**src/rtl/aes_avalon_pkg.sv**
```systemverilog
// rtl/aes_avalon_pkg.sv - shared FSM state type and register map for the AES Avalon slave
// Contents: aes_state_e (controller states), ADDR_* word addresses of the 16-entry register map.
package aes_avalon_pkg;

    typedef enum logic [1:0] {
        ST_IDLE    = 2'd0,
        ST_RUN     = 2'd1,
        ST_CAPTURE = 2'd2,
        ST_DONE    = 2'd3
    } aes_state_e;

    localparam int NUM_REGS      = 16;
    localparam int ADDR_KEY0     = 0;
    localparam int ADDR_MSG_ENC0 = 4;
    localparam int ADDR_MSG_DEC0 = 8;
    localparam int ADDR_SCRATCH0 = 12;
    localparam int ADDR_START    = 14;
    localparam int ADDR_DONE     = 15;

endpackage

```
**src/rtl/avl_reg32.sv**
```systemverilog
// rtl/avl_reg32.sv - 32-bit register with per-byte write enables and async active-low clear
// Ports: clk, rst_n (async clear), load (write strobe), byte_en[3:0] (lane i = bits 8i+7:8i),
//        wdata[31:0] (write data), q[31:0] (register value).
module avl_reg32 (
    input  logic        clk,
    input  logic        rst_n,
    input  logic        load,
    input  logic [3:0]  byte_en,
    input  logic [31:0] wdata,
    output logic [31:0] q
);

    always_ff @(posedge clk or negedge rst_n) begin
        if (!rst_n) begin
            q <= '0;
        end else if (load) begin
            for (int i = 0; i < 4; i++) begin
                if (byte_en[i]) begin
                    q[8*i +: 8] <= wdata[8*i +: 8];
                end
            end
        end
    end

endmodule

```
**src/rtl/aes_avalon_interface.sv**
```systemverilog
// rtl/aes_avalon_interface.sv - Avalon-MM register slave that feeds and sequences an AES decryption core
// Ports: CLK, RESET_N (async active-low); AVL_CS/READ/WRITE/ADDR/BYTE_EN/WRITEDATA/READDATA (slave bus);
//        AES_KEY, AES_MSG_ENC, AES_START (to core); AES_DONE, AES_MSG_DEC (from core);
//        EXPORT_DATA ({reg0[31:16], reg3[15:0]} for the hex display).
module aes_avalon_interface
    import aes_avalon_pkg::*;
(
    input  logic         CLK,
    input  logic         RESET_N,
    input  logic         AVL_CS,
    input  logic         AVL_READ,
    input  logic         AVL_WRITE,
    input  logic [3:0]   AVL_ADDR,
    input  logic [3:0]   AVL_BYTE_EN,
    input  logic [31:0]  AVL_WRITEDATA,
    output logic [31:0]  AVL_READDATA,
    output logic [127:0] AES_KEY,
    output logic [127:0] AES_MSG_ENC,
    output logic         AES_START,
    input  logic         AES_DONE,
    input  logic [127:0] AES_MSG_DEC,
    output logic [31:0]  EXPORT_DATA
);

    aes_state_e  state_q, state_d;
    logic        wr_en;
    logic        start_q;
    logic        done_q;
    logic [31:0] dec_q [4];
    logic [31:0] reg_q [NUM_REGS];

    assign wr_en = AVL_CS & AVL_WRITE;

    // Register file: KEY/MSG_ENC are writable only in IDLE so the core operands
    // stay frozen for the whole operation (RUN through DONE).
    for (genvar i = 0; i < NUM_REGS; i++) begin : g_reg
        if (i < ADDR_MSG_DEC0) begin : g_operand
            logic load;
            assign load = wr_en && (AVL_ADDR == 4'(i)) && (state_q == ST_IDLE);
            avl_reg32 u_reg (
                .clk     (CLK),
                .rst_n   (RESET_N),
                .load    (load),
                .byte_en (AVL_BYTE_EN),
                .wdata   (AVL_WRITEDATA),
                .q       (reg_q[i])
            );
        end else if (i < ADDR_SCRATCH0) begin : g_result
            assign reg_q[i] = dec_q[i - ADDR_MSG_DEC0];
        end else if (i < ADDR_START) begin : g_scratch
            logic load;
            assign load = wr_en && (AVL_ADDR == 4'(i));
            avl_reg32 u_reg (
                .clk     (CLK),
                .rst_n   (RESET_N),
                .load    (load),
                .byte_en (AVL_BYTE_EN),
                .wdata   (AVL_WRITEDATA),
                .q       (reg_q[i])
            );
        end else if (i == ADDR_START) begin : g_start
            assign reg_q[i] = {31'b0, start_q};
        end else begin : g_done
            assign reg_q[i] = {31'b0, done_q};
        end
    end

    always_ff @(posedge CLK or negedge RESET_N) begin
        if (!RESET_N) begin
            start_q <= 1'b0;
        end else if (wr_en && (AVL_ADDR == 4'(ADDR_START)) && AVL_BYTE_EN[0]) begin
            start_q <= AVL_WRITEDATA[0];
        end
    end

    // Result words are captured on the edge that leaves CAPTURE; word 0 is the MSW.
    always_ff @(posedge CLK or negedge RESET_N) begin
        if (!RESET_N) begin
            for (int j = 0; j < 4; j++) begin
                dec_q[j] <= '0;
            end
        end else if (state_q == ST_CAPTURE) begin
            for (int j = 0; j < 4; j++) begin
                dec_q[j] <= AES_MSG_DEC[127 - 32*j -: 32];
            end
        end
    end

    always_ff @(posedge CLK or negedge RESET_N) begin
        if (!RESET_N) begin
            done_q <= 1'b0;
        end else if (state_q == ST_CAPTURE) begin
            done_q <= 1'b1;
        end else if ((state_q == ST_DONE) && !start_q) begin
            done_q <= 1'b0;
        end
    end

    always_ff @(posedge CLK or negedge RESET_N) begin
        if (!RESET_N) begin
            state_q <= ST_IDLE;
        end else begin
            state_q <= state_d;
        end
    end

    // DONE waits for software to drop START, so a lingering START=1 cannot
    // retrigger; a new run needs an explicit 0 then 1.
    always_comb begin
        state_d = state_q;
        unique case (state_q)
            ST_IDLE:    if (start_q)  state_d = ST_RUN;
            ST_RUN:     if (AES_DONE) state_d = ST_CAPTURE;
            ST_CAPTURE:               state_d = ST_DONE;
            ST_DONE:    if (!start_q) state_d = ST_IDLE;
            default:                  state_d = ST_IDLE;
        endcase
    end

    assign AES_START    = (state_q != ST_IDLE);
    assign AES_KEY      = {reg_q[ADDR_KEY0], reg_q[ADDR_KEY0+1], reg_q[ADDR_KEY0+2], reg_q[ADDR_KEY0+3]};
    assign AES_MSG_ENC  = {reg_q[ADDR_MSG_ENC0], reg_q[ADDR_MSG_ENC0+1],
                           reg_q[ADDR_MSG_ENC0+2], reg_q[ADDR_MSG_ENC0+3]};
    assign EXPORT_DATA  = {reg_q[0][31:16], reg_q[3][15:0]};
    assign AVL_READDATA = (AVL_CS && AVL_READ) ? reg_q[AVL_ADDR] : 32'h0;

endmodule

```
**config.mk**
```make
export PLATFORM = sky130hd
export DESIGN_NAME = aes_avalon_interface
export DESIGN_NICKNAME = d
export VERILOG_FILES = /design/src/rtl/aes_avalon_pkg.sv /design/src/rtl/avl_reg32.sv /design/src/rtl/aes_avalon_interface.sv
export SDC_FILE = /design/constraint.sdc
export NUM_CORES = 1
export LEC_CHECK = 0
export ABC_AREA = 0
export CAP_MARGIN = 30
export CELL_PAD_IN_SITES_DETAIL_PLACEMENT = 1
export CELL_PAD_IN_SITES_GLOBAL_PLACEMENT = 2
export CORE_MARGIN = 5
export CORE_UTILIZATION = 31
export CTS_CLUSTER_DIAMETER = 80
export DETAILED_ROUTE_END_ITERATION = 10
export GPL_TIMING_DRIVEN = 0
export PLACE_DENSITY = 0.84
export SYNTH_ARGS = -nofsm -noshare
export SYNTH_HDL_FRONTEND = slang
export SYNTH_HIERARCHICAL = 1
export SYNTH_SLANG_ARGS = --single-unit
```
**constraint.sdc**
```tcl
create_clock -name CLK -period 2.27 [get_ports CLK]
set_input_delay 0.5675 -clock CLK [delete_from_list [all_inputs] [get_ports CLK]]
set_output_delay 0.5675 -clock CLK [all_outputs]
set_load 0.01 [all_outputs]
```
== After elaboration in Yosys (flattened, before gate mapping) ==
Index checks and enable logic that the tools add are counted.

* Memories kept: 0
* Register bits: 452
* Memory bits (read-only): 0
* Bits of input ports: 174
* RAM bits: 0
* Logic and storage cells: 144
* Bits in latches: 0
* Output and inout bits: 321

* Add/subtract/negate cells: 0
* Bitwise operators: 2
* Divide/modulo/power cells: 0
* Eq/ne operators: 16
* Reductions and logical operators: 68
* Muxes and demuxes: 10
* $lt $le $gt $ge: 1
* Shift operators: 0
* $mul: 0

{| class="wikitable"
|+ Operators with widths
! operator !! count
|-
| binary-select mux 32 bit (select 4 bit) || 1
|-
| two-way mux 32 bit || 3
|-
| AND reduction 2 bit || 40
|-
| logical AND 1 bit || 22
|-
| equality test 4 x 3 -> 1 bit, second input constant || 4
|-
| equality test 4 bit, second input constant || 3
|-
| equality test 4 x 2 -> 1 bit, second input constant || 2
|-
| one-hot mux 2 bit (4 select lines) || 1
|-
| two-way mux 2 bit || 3
|-
| != test 2 bit, second input constant || 3
|-
| >= comparator 5 bit, second input constant || 1
|-
| inverter 4 -> 5 bit || 1
|-
| equality test 2 bit, second input constant || 2
|-
| equality test 4 x 1 -> 1 bit, second input constant || 1
|-
| logical NOT 4 bit || 1
|-
| nonzero test 2 bit || 2
|-
| AND reduction 3 bit || 1
|-
| equality test 2 x 1 -> 1 bit, second input constant || 1
|-
| logical NOT 2 bit || 1
|-
| two-way mux 1 bit || 2
|-
| bitwise AND 1 bit || 1
|-
| logical NOT 1 bit || 1
|}

== Longest topological paths before layout ==
Gate-level depths: netlist of run 1.

* Word-level depth: 5
* Mapped depth: 8
* Gate-level depth less buffers: 8

== Cells and area by module ==
Netlist of run 1, hierarchy kept.

{| class="wikitable"
|+ Modules (own cells, without submodules)
! module !! times used !! sequential area each (sq um) !! cells an instance !! area each (sq um)
|-
| avl_reg32 || 10 || 800.8 || 68 || 1186.1
|-
| aes_avalon_interface || 1 || 3303.2 || 755 || 9021.2
|}

== Worst setup path after synthesis of run 1 ==
No wires, ideal clock.

* Path kind: in2reg
* From: input port AVL_ADDR[2]
* To: register g_reg[4].g_operand.u_reg.q[10]
* Required time: 2.145 ns
* Slack: -0.060 ns
* Setup time: 0.125 ns
* Data arrival time: 2.205 ns
* Path buffers: 2
* Stages on the path: 6
* Cell sequence: buf_2 -> buf_1 -> nand2_1 -> nor3_1 -> nand2_2 -> mux2_2

* Cells in the longest elaborated chain, start to end: 4

{| class="wikitable"
|+ Ends and longest elaborated chain
! item !! line !! RTL
|-
| start, declared || aes_avalon_interface.sv:13 || <nowiki>input logic [3:0] AVL_ADDR,</nowiki>
|-
| equality test 4 x 3 -> 1 bit || aes_avalon_interface.sv:39 || <nowiki>assign load = wr_en && (AVL_ADDR == 4'(i)) && (state_q == ST_IDLE);</nowiki>
|-
| logical AND 1 bit (2 in a row) || aes_avalon_interface.sv:39 ||
|-
| via g_reg[4].g_operand.load || aes_avalon_interface.sv:38 || <nowiki>logic load;</nowiki>
|-
| AND reduction 2 bit (no source line) || -- ||
|-
| end signal, assigned by index || avl_reg32.sv:19 || <nowiki>q[8*i +: 8] <= wdata[8*i +: 8];</nowiki>
|-
| end, declared || avl_reg32.sv:10 || <nowiki>output logic [31:0] q</nowiki>
|}

The timed path passes the listed nets, and every way through them passes these cells.
A chain may end at the register's enable or synchronous reset.

== Worst setup path after layout of run 1 ==
* From: register g_reg[5].g_operand.u_reg.q[15]
* To: output port AVL_READDATA[15]

* Cells in the longest elaborated chain, start to end: 4

{| class="wikitable"
|+ Ends and longest elaborated chain
! item !! line !! RTL
|-
| start, declared || avl_reg32.sv:10 ||
|-
| start signal, assigned by index || avl_reg32.sv:19 ||
|-
| binary-select mux 32 bit (select 4 bit) || aes_avalon_interface.sv:125 || <nowiki>assign AVL_READDATA = (AVL_CS && AVL_READ) ? reg_q[AVL_ADDR] : 32'h0;</nowiki>
|-
| two-way mux 32 bit (not written as such) (2 in a row) || aes_avalon_interface.sv:125 ||
|-
| two-way mux 32 bit || aes_avalon_interface.sv:125 ||
|-
| end, declared || aes_avalon_interface.sv:16 || <nowiki>output logic [31:0] AVL_READDATA,</nowiki>
|}

Every way passes these cells. The select of a mux whose other input is x is not followed.

==> metrics, run 1 <==
setup ws final=-0.4117 ns; routability cong.=0.8381; Worst VDD drop=0.6055 mV; Worst setup EP type=output pin; DRC=0; final instance area=30820 µm²; DRT iter0 DRCs=845; #FFs+latches synth=452; CTS Root Cell=clkbuf_16; Layout area overhead=47.59%; Pwr per Cell Area=943.9 nW/µm²; Cell Area, Placed=27050 µm²; core area=67040 µm²; DIE AREA=72650 µm²; Worst Path Buf+Inv=1; commonest non-fill, non-tap cell in the layout=mux2_2; WP data required=1.70 ns; Sinks on Clock Net=452; largest net degree at the start of global routing=123; Final TNS setup=-12.48 ns; crit-path max FO=2; Synth Area per Inst=14.55 µm²; number of vias per cell=5.080; Synth Cell Area=20880 µm²; critical path type=flip-flop to output pin; setup violators final=56; post-layout min period=2.682 ns; FP Rows=95; Post-Syn Instances=1435; share of cells above drive strength 1=0.4676; CTS buffer count=53; IO buf count=491; family with the most delay on the worst path=multiplexers; Pleak=14.44 nW; Die X=269.5 µm; Vias=15352; Netlist cell types=38; H-Tree Depth=2; commonest non-fill, non-tap cells in the layout=465 x mux2_2, 443 x dfrtp_1, 410 x clkdlybuf4s50_1; boundary pin count=495; DP HPWL=63320 µm; crit path launch type=flip-flop; CP Data Arrival Time=2.11 ns; Final Skew=0.01860 ns; unrepaired setup endpoints after global routing=yes; initial antenna violation count=11; Fill cells=6744; DR pass1 iterations=5; Mapped Nets=1613; final core utilization=0.4597; number of global-route vias before repair=17459; Stages on worst setup path=4; DRT Wirelength=87260 µm; DR WL/cell=28.88 µm; YS warnings=6; status=complete, but fails checks; global route overflow=0; Antenna Nets Post-Route=0; CTS tree=done; normalized max-slew margin=0.3472; Initial Util=0.3115; Final Cycle Share=1.181; # Max-Cap Violations=0; Tot Pwr=0.02909 W; failing checks=setup timing; worst r2r path cells=9; Max Slew Vio Count=0; CP Cell Sequence=mux4_2 > o211ai_1 > o21ai_2 > buf_2; Clk pin slew, worst setup/hold paths=0.06 ns; global-route wire length before repair=126400 µm; slowest cell on the critical path=mux4_2; clock tree buffer depth=3; FMAX=372.9 MHz; Worst-Margin Slew=0.9761 ns; Hold Path Class=primary input to asynchronous set/reset pin; Seq. cell area=11320 µm²; worst hold slack=0.002690 ns; Multi-input gate area=9559 µm²; Clock Latency Late Sink=0.59 ns; GRT Resource Usage Total=0.2344; Final Hold Fails=0; Final Net Count=2280; max incr delay on CP=0.53 ns; sequential fraction of the synthesis area=0.5416; Die H=269.5 µm
## logic make-up after synthesis
family | synth area share
AOI/OAI and AO/OA | 0.03841
adders and majority gates | 0.002397
buffers and inverters | 0.03086
DFF | 0.5416
muxes | 0.3575
and+or+nand+nor | 0.02918
## Yosys cell counts, drive strengths merged
cell / count / area [µm²]
mux2: 467 / 5259
dfrtp: 452 / 11310
mux2i: 108 / 1081
buf: 84 / 573.1
nand2: 60 / 325.3
mux4: 50 / 1126
a21oi: 47 / 235.2
nor2: 39 / 146.4
o22ai: 30 / 193.9
a22oi: 15 / 112.6
o211ai: 15 / 112.6
o21ai: 15 / 75.07
clkbuf: 13 / 48.80
inv: 6 / 22.52
nor3: 6 / 30.03
ha: 4 / 50.05
nand2b: 3 / 18.77
nand3b: 3 / 22.52
nor2b: 3 / 18.77
a211oi: 2 / 15.01
and2b: 2 / 15.01
o221ai: 2 / 17.52
a2111oi: 1 / 8.760
a21o: 1 / 7.510
a311oi: 1 / 15.01
and2: 1 / 6.260
nand3: 1 / 5.000
nand4: 1 / 6.260
o32ai: 1 / 8.760
or3: 1 / 6.260
or3b: 1 / 8.760
## through the flow
stage	std cells	worst slack, ns
5_1_grt	3020	-0.4875
6_report	3022	-0.4117
4_1_cts	2991	-0.5129
2_1_floorplan	1435	0.003022
3_3_place_gp	2799	-18.98
3_5_place_dp	2805	-1.720
## metal layers
layer  wire [µm]  GRT usage  vias to the layer above
li1            -          -                     6632
met1       35320     0.2849                     8126
met2       43560     0.4068                      472
met3        5827    0.06899                      112
met4        2500    0.06557                       10
met5          57          0                        -
## sequential cells by signal, summed over array words and instances, names as in the netlist
signal,flops
g.g_operand.u_reg/q,256
dec_q,128
g.g_scratch.u_reg/q,64
state_q,2
done_q,1
start_q,1
## power breakdown
| part | switching, W | total (W) | internal, W |
|---|---|---|---|
| clock network | 0.00359 | 0.00936 | 0.00577 |
| registers | 0.00130 | 0.0113 | 0.0100 |
| logic | 0.00375 | 0.00842 | 0.00467 |
## area by class of cell
| cell class | instances | share of cell area |
|---|---|---|
| flip-flops and latches | 452 | 0.3674 |
| multi-input cells | 880 | 0.3102 |
| repair buffers | 615 | 0.1936 |
| clock buffers | 74 | 0.04989 |
| well taps | 873 | 0.03544 |
| plain buffers | 94 | 0.03016 |
| clock inverters | 24 | 0.01234 |
| inverters | 6 | 0.0007308 |
| diodes | 4 | 0.0003248 |
## worst paths after layout
| check | startpoint | endpoint | slack [ns] |
|---|---|---|---|
| worst max-delay path | g_reg[5].g_operand.u_reg/q[15] | AVL_READDATA[15] | -0.41 |
| worst max register to register | state_q[1] | g_reg[0].g_operand.u_reg/q[7] | -0.14 |
| min in group CLK | done_q | done_q | 0.49 |
| worst min register to register | done_q | done_q | 0.49 |
| worst min-delay path | RESET_N | dec_q[10] | 0.003 |
| max in group asynchronous | RESET_N | g_reg[0].g_operand.u_reg/q[31] | 0.53 |
## repair_timing
action,in CTS,in global routing
endpoints found under the setup margin,380,315
resized for setup,367,71
gates cloned,6,0
setup buffers,83,29
pin swaps,44,29
hold buffers,0,0
(Power assumes the default switching activity.)
==> inputs of run 2 (changes only) <==
--- a/config.mk
+++ b/config.mk
@@ -14,8 +14,7 @@
 export CTS_CLUSTER_DIAMETER = 80
 export DETAILED_ROUTE_END_ITERATION = 10
 export GPL_TIMING_DRIVEN = 0
-export PLACE_DENSITY = 0.84
+export PLACE_DENSITY = 0.83
 export SYNTH_ARGS = -nofsm -noshare
 export SYNTH_HDL_FRONTEND = slang
-export SYNTH_HIERARCHICAL = 1
 export SYNTH_SLANG_ARGS = --single-unit
==> metrics, run 2 <==
slowest cell on the critical path=mux4_2 (unchanged); DRC=0 (unchanged); post-layout min period=2.620 ns (was 2.682 ns); Reg2Reg Setup Slack=0.08 ns (was -0.14 ns); Clock Latency Late Sink=0.58 ns (was 0.59 ns); Antenna Nets Post-Route=0 (unchanged); Post-synth top cells=452 x dfrtp_1, 445 x mux2_2, 152 x mux2i_1 (was 466 x mux2_2, 452 x dfrtp_1, 108 x mux2i_1); Seq. cell area=11320 µm² (about the same); Multi-input gate area=10380 µm² (was 9559 µm²); YS warnings=0 (was 6); Fill cells=6830 (was 6744); dpl ws=-2.277 ns (was -1.720 ns); critical path type=primary input to output pin (was flip-flop to output pin); commonest non-fill, non-tap cell in the layout=mux2_2 (unchanged); Max Slew Vio Count=0 (unchanged); Layout area overhead=49.49% (was 47.59%); DIE AREA=73960 µm² (was 72650 µm²); Initial Util=0.3113 (was 0.3115); CTS Root Cell=clkbuf_16 (unchanged); Pleak=14.34 nW (was 14.44 nW); EDFF count, synth=0 (unchanged); Worst setup EP type=output pin (unchanged); Die X=272.0 µm (was 269.5 µm); ys flop type=dfrtp_1 (unchanged); Hold Path Class=primary input to asynchronous set/reset pin (unchanged); normalized max-slew margin=0.4226 (was 0.3472); crit-path max FO=7 (was 2); DR pass1 iterations=5 (unchanged); Post-CTS Hold Buffers=0 (unchanged); FP Rows=96 (was 95); Clk pin slew, worst setup/hold paths=0.06 ns (about the same); Die H=272.0 µm (was 269.5 µm); RR Endpoint=g_reg[5].g_operand.u_reg.q[22] (was g_reg[0].g_operand.u_reg/q[7]); number of global-route vias before repair=17659 (was 17459); Netlist cell types=41 (was 38); unrepaired setup endpoints after global routing=yes (unchanged); Synth area leader=dfrtp_1 (unchanged); share of cells above drive strength 1=0.4732 (was 0.4676); CTS tree=done (unchanged); Mapped Nets=1653 (was 1613); Worst VDD drop=0.6011 mV (was 0.6055 mV); H-Tree Depth=2 (unchanged); Worst-Margin Slew=0.8661 ns (was 0.9761 ns); worst r2r path cells=6 (was 9); Tot Pwr=0.02881 W (was 0.02909 W); DRT Wirelength=88570 µm (was 87260 µm); core area=68350 µm² (was 67040 µm²); worst hold slack=-0.02124 ns (was 0.002690 ns); family with the most delay on the worst path=multiplexers (unchanged); sequential fraction of the synthesis area=0.5317 (was 0.5416); Synth Area per Inst=14.43 µm² (was 14.55 µm²); setup ws final=-0.3495 ns (was -0.4117 ns); max incr delay on CP=0.53 ns (about the same); most common cell in the netlist=dfrtp_1 (was mux2_2); Sinks on Clock Net=452 (unchanged); global route overflow=0 (unchanged); clock tree buffer depth=3 (unchanged); Top reg by flops=g.g_operand.u_reg.q (was g.g_operand.u_reg/q); Post-Syn Instances=1474 (was 1435); largest net degree at the start of global routing=123 (unchanged); # Max-Cap Violations=0 (unchanged); CP Cell Sequence=buf_12 > buf_12 > buf_12 > mux4_2 > mux2i_4 > o22ai_2 > buf_2 (was mux4_2 > o211ai_1 > o21ai_2 > buf_2); most used cell, CP=buf_12; CP Data Arrival Time=2.05 ns (was 2.11 ns); Final Skew=0.01231 ns (was 0.01860 ns); DRT iter0 DRCs=780 (was 845); Final Cycle Share=1.154 (was 1.181); Synth async-reset ratio=1.000 (unchanged); global-route wire length before repair=127000 µm (was 126400 µm); Pwr per Cell Area=906.1 nW/µm² (was 943.9 nW/µm²); Synth Cell Area=21270 µm² (was 20880 µm²); failing checks=hold timing, setup timing (was setup timing); crit path launch type=primary input (was flip-flop); setup violators final=32 (was 56); IO buf count=492 (was 491); RR Startpoint=state_q[1] (unchanged); WP data required=1.70 ns (about the same); boundary pin count=495 (unchanged); post-synth top area share=0.5317 (was 0.5416); initial antenna violation count=9 (was 11); Final Net Count=2303 (was 2280); status=complete, but fails checks (unchanged); #FFs+latches synth=452 (unchanged); DP HPWL=63550 µm (was 63320 µm); Worst Path Buf+Inv=4 (was 1); top flop regs=g.g_operand.u_reg.q x256, dec_q x128, g.g_scratch.u_reg.q x64 (was g.g_operand.u_reg/q x256, dec_q x128, g.g_scratch.u_reg/q x64); max reg flops=256 (unchanged); CTS buffer count=53 (unchanged); routability cong.=0.8034 (was 0.8381); DR WL/cell=29.04 µm (was 28.88 µm); Vias=15435 (was 15352); GRT Resource Usage Total=0.2330 (was 0.2344); FMAX=381.7 MHz (was 372.9 MHz); number of vias per cell=5.061 (was 5.080); Final Hold Fails=2 (was 0); Area contributors post-synth=dfrtp_1 53%, mux2_2 24%, mux2i_1 7.2% (was dfrtp_1 54%, mux2_2 25%, mux4_2 5.4%); commonest non-fill, non-tap cells in the layout=445 x mux2_2, 444 x dfrtp_1, 419 x clkdlybuf4s50_1 (was 465 x mux2_2, 443 x dfrtp_1, 410 x clkdlybuf4s50_1)
## run 2: changes by cell type after synthesis, sizes merged, moves of 12 or more
cell / previous run / this run
clkbuf: 13 / 30
mux2: 467 / 450
mux2i: 108 / 152
nor2: 39 / 100
nand2: 60 / 8
mux4: 50 / 38
a21oi: 47 / 1
o211ai: 15 / 0
o22ai: 30 / 90
a22oi: 15 / 0
## run 2: per-stage QoR
stage               hold WS [ns]  setup TNS (ns)  instances    util  instance area (µm²)
detailed placement        0.4693         -382.00       2857  0.4054                27710
global placement          0.4669        -8966.39       2848  0.4028                27530
global route             0.02022          -10.41       3048  0.4652                31800
finish                  -0.02124          -8.447       3050  0.4653                31800
floorplan                 0.2719               0       1474       -                21500
CTS                      0.01324          -9.359       3031  0.4586                31350
## run 2: report_power, final
group          leakage (nW)  internal (W)  switching [W]
combinational          7.57       0.00490        0.00390
clock                 0.853       0.00510        0.00347
sequential             5.92        0.0100        0.00142
## run 2: worst max path at each step
stage | startpoint | end | slack (ns) | cells after the start
4_1_cts | AVL_ADDR[1] | AVL_READDATA[30] | -0.40 | 9
3_3_place_gp | RESET_N | g_reg[0].g_operand.u_reg.q[7] | -19.10 | 1
2_1_floorplan | AVL_ADDR[1] | AVL_READDATA[21] | 0.005 | 7
5_1_grt | g_reg[3].g_operand.u_reg.q[30] | AVL_READDATA[30] | -0.41 | 4
6_report | AVL_ADDR[0] | AVL_READDATA[30] | -0.35 | 7
3_5_place_dp | AVL_ADDR[3] | AVL_READDATA[12] | -2.28 | 8
## run 2: cell families after synthesis
group                      share of synthesized area
muxes                                         0.3500
DFF                                           0.5317
and+or+nand+nor                              0.05370
AOI/OAI and AO/OA                            0.03158
buffers and inverters                        0.03011
adders and majority gates                   0.002941
## run 2: what timing repair did
action,in CTS,in global routing
gates cloned,5,2
gates resized for setup,454,88
setup endpoints to repair,415,119
pin swaps,75,50
buffers inserted,78,16
endpoints found under the hold margin,0,0
## run 2: routing by layer
layer | vias up | GRT usage | wire length [µm]
li1 | 6725 | - | -
met1 | 8145 | 0.2827 | 35730
met2 | 442 | 0.4139 | 45310
met3 | 113 | 0.06246 | 5319
met4 | 10 | 0.05646 | 2147
met5 | - | 0 | 61
## run 2: worst reg2reg max path, stage by stage (launching register included)
cell,delay (ns)
dfrtp_1,0.41
inv_1,0.15
ha_4,0.17
and4b_4,0.35
nand3_4,0.17
nor2_4,0.42
mux2_2,0.40
## run 2: area by class of cell
type,count,area share
Sequential cell,452,0.3560
Multi-Input combinational cell,913,0.3264
Timing Repair Buffer,599,0.1903
Clock buffer,76,0.04788
Buffer,101,0.03726
Tap cell,882,0.03470
Clock inverter,19,0.006688
Inverter,4,0.0004721
Antenna cell,4,0.0003147
